### config.mk
export PLATFORM = sky130hd
export DESIGN_NAME = clear_cond_code
export DESIGN_NICKNAME = d
export VERILOG_FILES = /design/src/rtl/clear_cond_code_pkg.sv /design/src/rtl/clear_cond_code_cc_compute.sv /design/src/rtl/clear_cond_code.sv
export SDC_FILE = /design/constraint.sdc
export NUM_CORES = 1
export LEC_CHECK = 0
export BUFFER_PORTS_ARGS = -buffer_cell sky130_fd_sc_hd__buf_2
export CORE_MARGIN = 4
export CORE_UTILIZATION = 31
export CTS_BUF_LIST = sky130_fd_sc_hd__clkbuf_16
export CTS_CLUSTER_DIAMETER = 120
export DETAILED_ROUTE_END_ITERATION = 8
export PLACE_DENSITY = 0.68
export SETUP_SLACK_MARGIN = 0.3
export SYNTH_ARGS = -nofsm -noshare
export SYNTH_HDL_FRONTEND = slang
export SYNTH_SLANG_ARGS = --single-unit
### constraint.sdc
create_clock -name clk -period 2.8 [get_ports clk]
set_input_delay 0.14 -clock clk [delete_from_list [all_inputs] [get_ports clk]]
set_output_delay 0.14 -clock clk [all_outputs]
set_load 0.01 [all_outputs]
### src/rtl/clear_cond_code_pkg.sv
// Shared constants for the condition-code block: PSR bit positions,
// condition-code selectors and default datapath sizes.
package clear_cond_code_pkg;

  localparam int unsigned DEF_WIDTH = 32;
  localparam int unsigned DEF_SBITS = 5;

  // PSR bit positions
  localparam int unsigned CARRY  = 0;
  localparam int unsigned EVEN   = 1;
  localparam int unsigned PARITY = 2;
  localparam int unsigned ZERO   = 3;
  localparam int unsigned NEG    = 4;

  // Condition-code selectors
  localparam logic [3:0] CCA = 4'd0;
  localparam logic [3:0] CCC = 4'd1;
  localparam logic [3:0] CCE = 4'd2;
  localparam logic [3:0] CCP = 4'd3;
  localparam logic [3:0] CCZ = 4'd4;
  localparam logic [3:0] CCN = 4'd5;

endpackage

### src/rtl/clear_cond_code_cc_compute.sv
// Maps an ALU result (carry-out in the top bit) to the five PSR flag values.
module cc_compute
  import clear_cond_code_pkg::*;
#(
  parameter int unsigned WIDTH = DEF_WIDTH
) (
  input  logic [WIDTH:0] res_i,
  output logic           carry_o,
  output logic           even_o,
  output logic           parity_o,
  output logic           zero_o,
  output logic           neg_o
);

  always_comb begin
    carry_o  = res_i[WIDTH];
    even_o   = ~res_i[0];
    parity_o = ^res_i;
    zero_o   = (res_i == '0);
    neg_o    = res_i[WIDTH-1];
  end

endmodule

### src/rtl/clear_cond_code.sv
// Processor status register with load/set/clear priority and a
// combinational condition-code test against the registered flags.
module clear_cond_code
  import clear_cond_code_pkg::*;
#(
  parameter int unsigned WIDTH = DEF_WIDTH,
  parameter int unsigned SBITS = DEF_SBITS
) (
  input  logic             clk,
  input  logic             reset,
  input  logic             clear,
  input  logic             set,
  input  logic [WIDTH:0]   res,
  input  logic             load,
  input  logic [SBITS-1:0] psr_in,
  input  logic [3:0]       ccode,
  output logic [SBITS-1:0] psr,
  output logic             cond_true
);

  logic [SBITS-1:0] psr_q, psr_d, set_vals;
  logic carry, even, parity, zero, neg;

  cc_compute #(.WIDTH(WIDTH)) u_cc_compute (
    .res_i    (res),
    .carry_o  (carry),
    .even_o   (even),
    .parity_o (parity),
    .zero_o   (zero),
    .neg_o    (neg)
  );

  always_comb begin
    set_vals         = '0;
    set_vals[CARRY]  = carry;
    set_vals[EVEN]   = even;
    set_vals[PARITY] = parity;
    set_vals[ZERO]   = zero;
    set_vals[NEG]    = neg;
  end

  // set outranks clear, so clear+set behaves as clear-then-set
  always_comb begin
    psr_d = psr_q;
    if (load)       psr_d = psr_in;
    else if (set)   psr_d = set_vals;
    else if (clear) psr_d = '0;
  end

  always_ff @(posedge clk) begin
    if (!reset) psr_q <= '0;
    else        psr_q <= psr_d;
  end

  assign psr = psr_q;

  always_comb begin
    cond_true = 1'b0;
    case (ccode)
      CCA:     cond_true = 1'b1;
      CCC:     cond_true = psr_q[CARRY];
      CCE:     cond_true = psr_q[EVEN];
      CCP:     cond_true = psr_q[PARITY];
      CCZ:     cond_true = psr_q[ZERO];
      CCN:     cond_true = psr_q[NEG];
      default: cond_true = 1'b0;
    endcase
  end

endmodule

==> flow_summary.toml, run 1 <==
[clock_network]
cts_root_buf = "clkbuf_16"
clk_path_buf_depth = 2
cts.hold.buffers_added = 0
clkSinkCount = 5
cts_resized = 0
htreeDepth = 1
cts_buffers = 3
path_clk_slew_ns = 0.04
insertion_delay_ns = 0.23
tritoncts = "yes"
cts_setup_buffers = 0

[sta]
skew_ns = 0
fmax_ghz = 0.631
min_period_over_period_pct = 56.6
fin_hold_ws_ns = 0.192
rsz0062_at_grt = "no"
tightest_slew_ns = 0.297
finalHoldViolations = 0
setup_tns_ns = 0
slew_viol_final = 0
period_needed_ns = 1.58
final-setup-viol-count = 0
timing.slew.headroom_pct = 80.2

[yosys]
yosys.area.top_type_share_pct = 24.7
syn_inst = 113
ys.flop_type = "dfxtp_1"
ys_warn_count = 0
synthesis.area_um2 = 811
synth_cell_types = 22
ys_ff_latch = 5
yosys-top-cells-area = "ha_1, inv_1, dfxtp_1, xnor2_1, xnor3_1"
synth_edf_count = 0
synth.avg_cell_area_um2 = 7.18
synth.largest_area_cell = "ha_1"
ys_seq_area_share_pct = 12.3
async_reset_ff_share_pct = 0
syn-num-nets = 176

[outcome]
status = "completed"

[placed_design]
port_buffers = 52
dpl.hpwl_um = 1880
dp.cells = 193
routabilityCongestion = 0.739
place_area_um2 = 1100

[cells_and_area]
largest_register_ffs = 5
final_cells = 197
n_antenna_cell = 0
fin_nets = 231
nFillCells = 273
drive_above_1_share_pct = 32.9
synthToLayoutAreaGrowth_pct = 45.5
regArea_um2 = 100
stdcell_area_um2 = 1180
multi_input_area_um2 = 568

[die]
die_y_um = 59.1
dieArea_um2 = 3500
placementRows = 18
pin_count = 53
initial_core_util_pct = 32.7
die_width_um = 59.1
core-area_um2 = 2480

[power]
total_leakage_power_nw = 0.713
p_clk_share_pct = 45.3
seq_power_share_pct = 15.9
p_switching_mw = 0.142
power_frac_comb_pct = 38.9
vdd_ir_drop_max_mv = 0.298
powerDensity_nw_per_um2 = 444
power.total_mw = 0.524
p_int_mw = 0.382
p_sw_share_pct = 27.1

[global_routing]
antenna_found_initial = 0
grt_usage_pct = 13.1
first_global_vias = 920
grt_max_degree = 12
grt_pass1_wl_um = 3560
gr-total-overflow = 0

[flow_run]
maxCapViolCount = 0

[critical_path]
worstSetupStartpointType = "flop"
critPathRequiredTime_ns = 2.66
crit_path_max_fanout = 3
ff2ff_setup_slack_ns = 1.86
path_class = "reg2out"
worstSetupEndpointType = "output port"
cp.arrival_ns = 1.44

[detailed_routing]
drt-pass1-iter-count = 4
vias = 900
wire_per_inst_um = 10.9
routed_via_density = 4.57
drt_wl_total_um = 2150
route.detailed.drc = 0
drtIter0Drc = 18
drtAntennaViolNets = 0

[min_path]
hold_class = "in2reg"
==> worst max-delay path: stages, from the launching register on <==
cell and delay, ns:
dfxtp_1 0.34, inv_1 0.05, a221oi_1 0.30, a21oi_1 0.14, a211oi_1 0.22, buf_2 0.17
==> Yosys cell counts (3+ instances only) <==
master   number
inv_1        36
ha_1         16
xnor2_1      10
and2_1        4
nor3_1        4
a21oi_1       4
dfxtp_1       5
nand2_1       8
o21ai_0       5
nand4_1       3
nor2_1        3
==> metrics by stage <==
stage               setup slack, ns  utilization [%]
detailed placement             1.03             44.4
CTS                            1.24             47.6
finish                         1.22             47.6
floorplan                      1.22                -
global route                   1.08             47.6
global placement               1.09             44.4
==> kinds of logic (layout without fill, tap and decap cells) <==
logic type	count (synthesis)	count (layout)	share of synthesized area, %
buf+inv	38	92	17.6
simple gates	27	27	17.1
fa+ha+maj	16	16	24.7
compound gates	14	14	10.8
xor+xnor	13	13	17.4
flops	5	5	12.3
==> final cells by class <==
| cell class | count | area share [%] |
|---|---|---|
| clock buffers | 3 | 6.36 |
| clock inverters | 1 | 0.318 |
| inverters | 36 | 11.5 |
| multi-input cells | 70 | 48.1 |
| flip-flops and latches | 5 | 8.48 |
| well taps | 30 | 3.18 |
| repair buffers | 52 | 22.1 |
==> cells in the final DEF (no fill, tap or decap), types with 2 or more instances in the layout <==
master	Yosys	final
ha_1	16	16
nand2_1	8	8
inv_1	36	37
nand4_1	3	3
nor3_1	4	4
a221oi_1	2	2
dfxtp_1	5	5
xnor2_1	10	10
and2_1	4	4
xnor3_1	2	2
a21oi_1	4	4
nor2b_1	2	2
buf_2	0	52
o21ai_0	5	5
nor2_1	3	3
clkbuf_16	0	3
==> routing by layer <==
metal	up-vias	global-route usage [%]	part of all wire [%]	routed length [um]
li1	461	-	-	-
met1	401	13.4	36	782
met2	33	25.7	54	1160
met3	5	2.61	8.0	172
met4	0	4.85	1.7	36
met5	-	0	0	0
==> power groups by stage <==
stage               combinational (mW)  clock, mW  sequential, mW
finish                           0.204      0.237          0.0832
global route                     0.227      0.243          0.0844
CTS                              0.207      0.239          0.0832
detailed placement               0.205          0          0.0845
global placement                 0.197          0          0.0849
floorplan                        0.138          0          0.0872
==> path summary, 6_finish.rpt <==
kind	start	endpoint	cells after the start
max	psr[2]	cond_true	5
min	reset	psr[3]	2
max reg2reg	psr[4]	psr[4]	5
min reg2reg	psr[3]	psr[3]	3
No activity file was read; power rests on OpenSTA's default activity.
==> run 2, diff against run 1 <==
- clock period: 2.8 -> 1.58 ns (I/O delays scaled with it)
==> run 2 against run 1 <==
Worst hold slack got worse by 0.052 ns. Register-to-register slack worse by 1.4 ns. Non-clock buffer count is 3 higher. Combinational power rose by 120%. Total power is 94% higher. Design area is 20% higher. Cell count increased by 1.5%. Critical endpoint is now psr[2]. Largest power group is now combinational cells. Highest routed layer is now met3.
==> flow_summary.toml, run 2 (synthesized netlist as in run 1, its figures left out) <==
[outcome]
status = "completed"

[critical_path]
path_class = "in2reg"
worstSetupEndpointType = "flop"
worstSetupStartpointType = "input pin"
cp.arrival_ns = 1.49
crit_path_max_fanout = 2
critPathRequiredTime_ns = 1.68

[sta]
fmax_ghz = 0.724
slew_viol_final = 0
finalHoldViolations = 0
timing.slew.headroom_pct = 85.0
skew_ns = 0
min_period_over_period_pct = 87.4
tightest_slew_ns = 0.223
rsz0062_at_grt = "yes"
final-setup-viol-count = 0
setup_ws_ns = 0.198
period_needed_ns = 1.38

[detailed_routing]
routed_via_density = 4.59
drt_wl_total_um = 2350
vias = 917
drtIter0Drc = 29
drt-pass1-iter-count = 4
wire_per_inst_um = 11.8
drtAntennaViolNets = 0
route.detailed.drc = 0

[cells_and_area]
synthToLayoutAreaGrowth_pct = 74.1
mostFrequentLayoutCells = "buf_2, inv_1, inv_2, ha_4, nand2_1"
final_common_cell = "buf_2"
n_antenna_cell = 0
largest_register_ffs = 5
drive_above_1_share_pct = 53.5
fin_nets = 234
nFillCells = 220

[die]
core-area_um2 = 2480
placementRows = 18
die_y_um = 59.1
pin_count = 53
dieArea_um2 = 3500
die_width_um = 59.1
initial_core_util_pct = 32.7

[clock_network]
cts_buffers = 3
path_clk_slew_ns = 0.03
insertion_delay_ns = 0.23
clkSinkCount = 5
htreeDepth = 1
clk_path_buf_depth = 2
tritoncts = "yes"
cts_root_buf = "clkbuf_16"

[min_path]
hold_class = "in2reg"

[flow_run]
maxCapViolCount = 0

[global_routing]
grtUsageMet2_pct = 27.9
grt_max_degree = 12
grt_usage_pct = 13.9
first_global_vias = 994
gr-total-overflow = 0
antenna_found_initial = 0
top_usage_layer = "met2"
use_met1_pct = 14.3
grt_pass1_wl_um = 3770
met3_usage_pct = 1.96

[power]
vdd_ir_drop_max_mv = 0.640
powerDensity_nw_per_um2 = 720
power.total_mw = 1.02
total_leakage_power_nw = 0.751

[placed_design]
routabilityCongestion = 0.728
dpl.hpwl_um = 1930
pre_cts_slack_ns = -0.106
port_buffers = 52
[run 2: changes by cell type in the layout (fill, tap and decap cells not counted), moves of 3 or more]
cell	change
inv_2	+9
dfxtp_2	+3
dfxtp_1	-3
inv_4	+3
ha_1	-9
buf_2	-4
buf_6	+4
ha_4	+9
xnor2_2	+4
xnor2_1	-4
buf_4	+3
inv_1	-14
[run 2: path summary, 6_finish.rpt]
check	slack, ns	to	cells past startpoint	start
worst max-delay path	0.20	psr[2]	7	res[1]
worst min-delay path	0.14	psr[3]	2	reset
worst max register to register	0.51	psr[2]	4	psr[2]
worst min register to register	0.63	psr[3]	3	psr[3]
[run 2: final cells by class]
cell class | count | area, um^2 | share of cell area (%)
Multi-Input combinational cell | 70 | 728 | 51.6
Timing Repair Buffer | 55 | 308 | 21.8
Clock inverter | 1 | 3.75 | 0.266
Tap cell | 30 | 37.5 | 2.66
Sequential cell | 5 | 104 | 7.36
Clock buffer | 3 | 75.1 | 5.32
Inverter | 36 | 155 | 11.0
[run 2: stage by stage]
| stage | setup TNS (ns) | std cells | utilization (%) | area [um^2] | hold WS [ns] |
|---|---|---|---|---|---|
| 6_report | 0 | 200 | 57.0 | 1410 | 0.141 |
| 5_1_grt | 0 | 200 | 57.0 | 1410 | 0.157 |
| 4_1_cts | 0 | 200 | 56.8 | 1410 | 0.141 |
| 3_5_place_dp | -0.106 | 194 | 48.0 | 1190 | 0.386 |
| 3_3_place_gp | -0.0894 | 194 | 48.0 | 1190 | 0.370 |
| 2_1_floorplan | 0 | 113 | - | 891 | 0.196 |
[run 2: repair_timing]
action,CTS,global route
setup endpoints to repair,2,2
hold buffers,0,0
hold endpoints to repair,0,0
buffers inserted,2,0
gates resized for setup,24,1
pin swaps,11,1
[run 2: per-layer routing]
| layer | share of wire (%) | wire length, um | vias to the layer above |
|---|---|---|---|
| met4 | 0 | 0 | 0 |
| met1 | 36 | 850 | 415 |
| met5 | 0 | 0 | - |
| li1 | - | - | 469 |
| met3 | 6.5 | 153 | 0 |
| met2 | 57 | 1350 | 33 |
[run 2: worst max-delay path, stage by stage]
cell	delay [ns]
buf_2	0.10
inv_2	0.06
ha_4	0.20
xnor2_2	0.16
xnor2_1	0.14
xnor3_1	0.42
a221o_1	0.31
[run 2: power breakdown]
part | internal [mW] | switching (mW) | leakage [nW]
registers | 0.141 | 0.00797 | 0.0424
clock network | 0.328 | 0.0852 | 0.0423
logic | 0.266 | 0.187 | 0.666
total | 0.735 | 0.281 | 0.751
==> run 3, diff against run 2 <==
- clock period: 1.58 -> 1.72 ns (I/O delays scaled with it)
==> run 3 against run 2 <==
Clock skew is the same. Design area shrank 2.7%. Utilization down 1.6 points. Highest routed layer is now met4. Sequential power fell by 7%. Flip-flop and latch count unchanged. Count of clock-buffer cells in the layout is the same. Setup slack gained 0.015 ns. Wire length down 0.26%. Register-to-register slack better by 0.23 ns.
==> flow_summary.toml, run 3 (synthesized netlist as in run 1, its figures left out) <==
[outcome]
status = "completed"

[clock_network]
cts_buffers = 3
clk_path_buf_depth = 2
htreeDepth = 1
clkSinkCount = 5
cts_setup_buffers = 0
cts.hold.buffers_added = 0
cts_root_buf = "clkbuf_16"
insertion_delay_ns = 0.23
path_clk_slew_ns = 0.03
tritoncts = "yes"

[die]
dieArea_um2 = 3500
core-area_um2 = 2480
initial_core_util_pct = 32.7
pin_count = 53
die_y_um = 59.1
placementRows = 18
die_width_um = 59.1

[detailed_routing]
drt-pass1-iter-count = 4
wire_per_inst_um = 11.9
drtIter0Drc = 10
route.detailed.drc = 0
drt_wl_total_um = 2350
vias = 894
routed_via_density = 4.54
drtAntennaViolNets = 0

[sta]
finalHoldViolations = 0
fmax_ghz = 0.664
setup_tns_ns = 0
skew_ns = 0
timing.slew.headroom_pct = 84.0
period_needed_ns = 1.51
min_period_over_period_pct = 87.6
final-setup-viol-count = 0
tightest_slew_ns = 0.240
slew_viol_final = 0
rsz0062_at_grt = "yes"

[placed_design]
routabilityCongestion = 0.715
dpl.hpwl_um = 1870
port_buffers = 52

[critical_path]
cp.arrival_ns = 1.42
worstSetupEndpointType = "output port"
worstSetupStartpointType = "flop"
critPathRequiredTime_ns = 1.63
ff2ff_setup_slack_ns = 0.74
r2r_end = "psr[4]"
worstRegToRegCells = 5
r2r_start = "psr[4]"
crit_path_max_fanout = 3
path_class = "reg2out"

[power]
p_clk_share_pct = 41.4
p_int_mw = 0.662
p_sw_share_pct = 27.7
vdd_ir_drop_max_mv = 0.693
powerDensity_nw_per_um2 = 667
seq_power_share_pct = 15.1
p_switching_mw = 0.254
power_frac_comb_pct = 43.5
total_leakage_power_nw = 0.731

[cells_and_area]
final_core_util_pct = 55.4
n_antenna_cell = 0
synthToLayoutAreaGrowth_pct = 69.3
final_common_cell = "buf_2"
largest_register_ffs = 5
mostFrequentLayoutCells = "buf_2, inv_1, ha_4"
fin_nets = 231
drive_above_1_share_pct = 50.9

[min_path]
holdPathStages = 2
hold_class = "in2reg"
min_to = "psr[3]"
holdCritStartpoint = "reset"

[global_routing]
grt_max_degree = 12
first_global_vias = 909
grt_pass1_wl_um = 3550
grt_usage_pct = 13.3
antenna_found_initial = 0
gr-total-overflow = 0

[flow_run]
maxCapViolCount = 0
-- run 3: cell count changes in the layout (fill, tap and decap cells not counted), sizes merged --
cell	change
buf	-3
-- run 3: power by group through the flow --
stage,combinational (mW),sequential [mW],clock (mW)
global route,0.442,0.139,0.391
CTS,0.369,0.137,0.384
global placement,0.338,0.138,0
detailed placement,0.347,0.137,0
finish,0.398,0.138,0.379
floorplan,0.237,0.142,0
-- run 3: how the worst max path moves through the flow --
stage	from	end	depth (start not counted)
2_1_floorplan	res[20]	psr[2]	6
3_3_place_gp	res[20]	psr[2]	7
3_5_place_dp	res[20]	psr[2]	7
4_1_cts	psr[4]	cond_true	5
5_1_grt	psr[2]	cond_true	5
6_report	psr[2]	cond_true	5
-- run 3: through the flow --
stage	total power [mW]	area, um^2	std cells	hold slack [ns]	setup WS [ns]
floorplan	0.379	891	113	0.203	0.248
global placement	0.475	1180	193	0.376	0.0429
detailed placement	0.484	1180	193	0.380	0.0264
CTS	0.891	1310	197	0.143	0.283
global route	0.972	1370	197	0.139	0.154
finish	0.915	1370	197	0.134	0.213
-- run 3: metal layers --
layer | share of wire (%) | track usage [%] | up-vias
li1 | - | - | 464
met1 | 37 | 14.5 | 401
met2 | 55 | 25.2 | 25
met3 | 5.9 | 2.40 | 4
met4 | 1.8 | 4.53 | 0
met5 | 0 | 0 | -
-- run 3: final cells by class --
class | count | area [um^2]
repair buffers | 52 | 268
well taps | 30 | 37.5
clock inverters | 1 | 3.75
fillers | 231 | 1100
multi-input cells | 70 | 732
clock buffers | 3 | 75.1
inverters | 36 | 153
flip-flops and latches | 5 | 104
-- run 3: worst max-delay path, cell delays in order, from the launching register on --
cell and delay, ns:
dfxtp_2 0.33, inv_1 0.05, a221oi_2 0.27, a21oi_2 0.11, a211oi_2 0.25, buf_2 0.18
-- run 3: timing repair --
item                       in CTS  in global routing
pin swaps                       9                  8
setup endpoints to repair       2                  2
gates resized for setup         7                 13
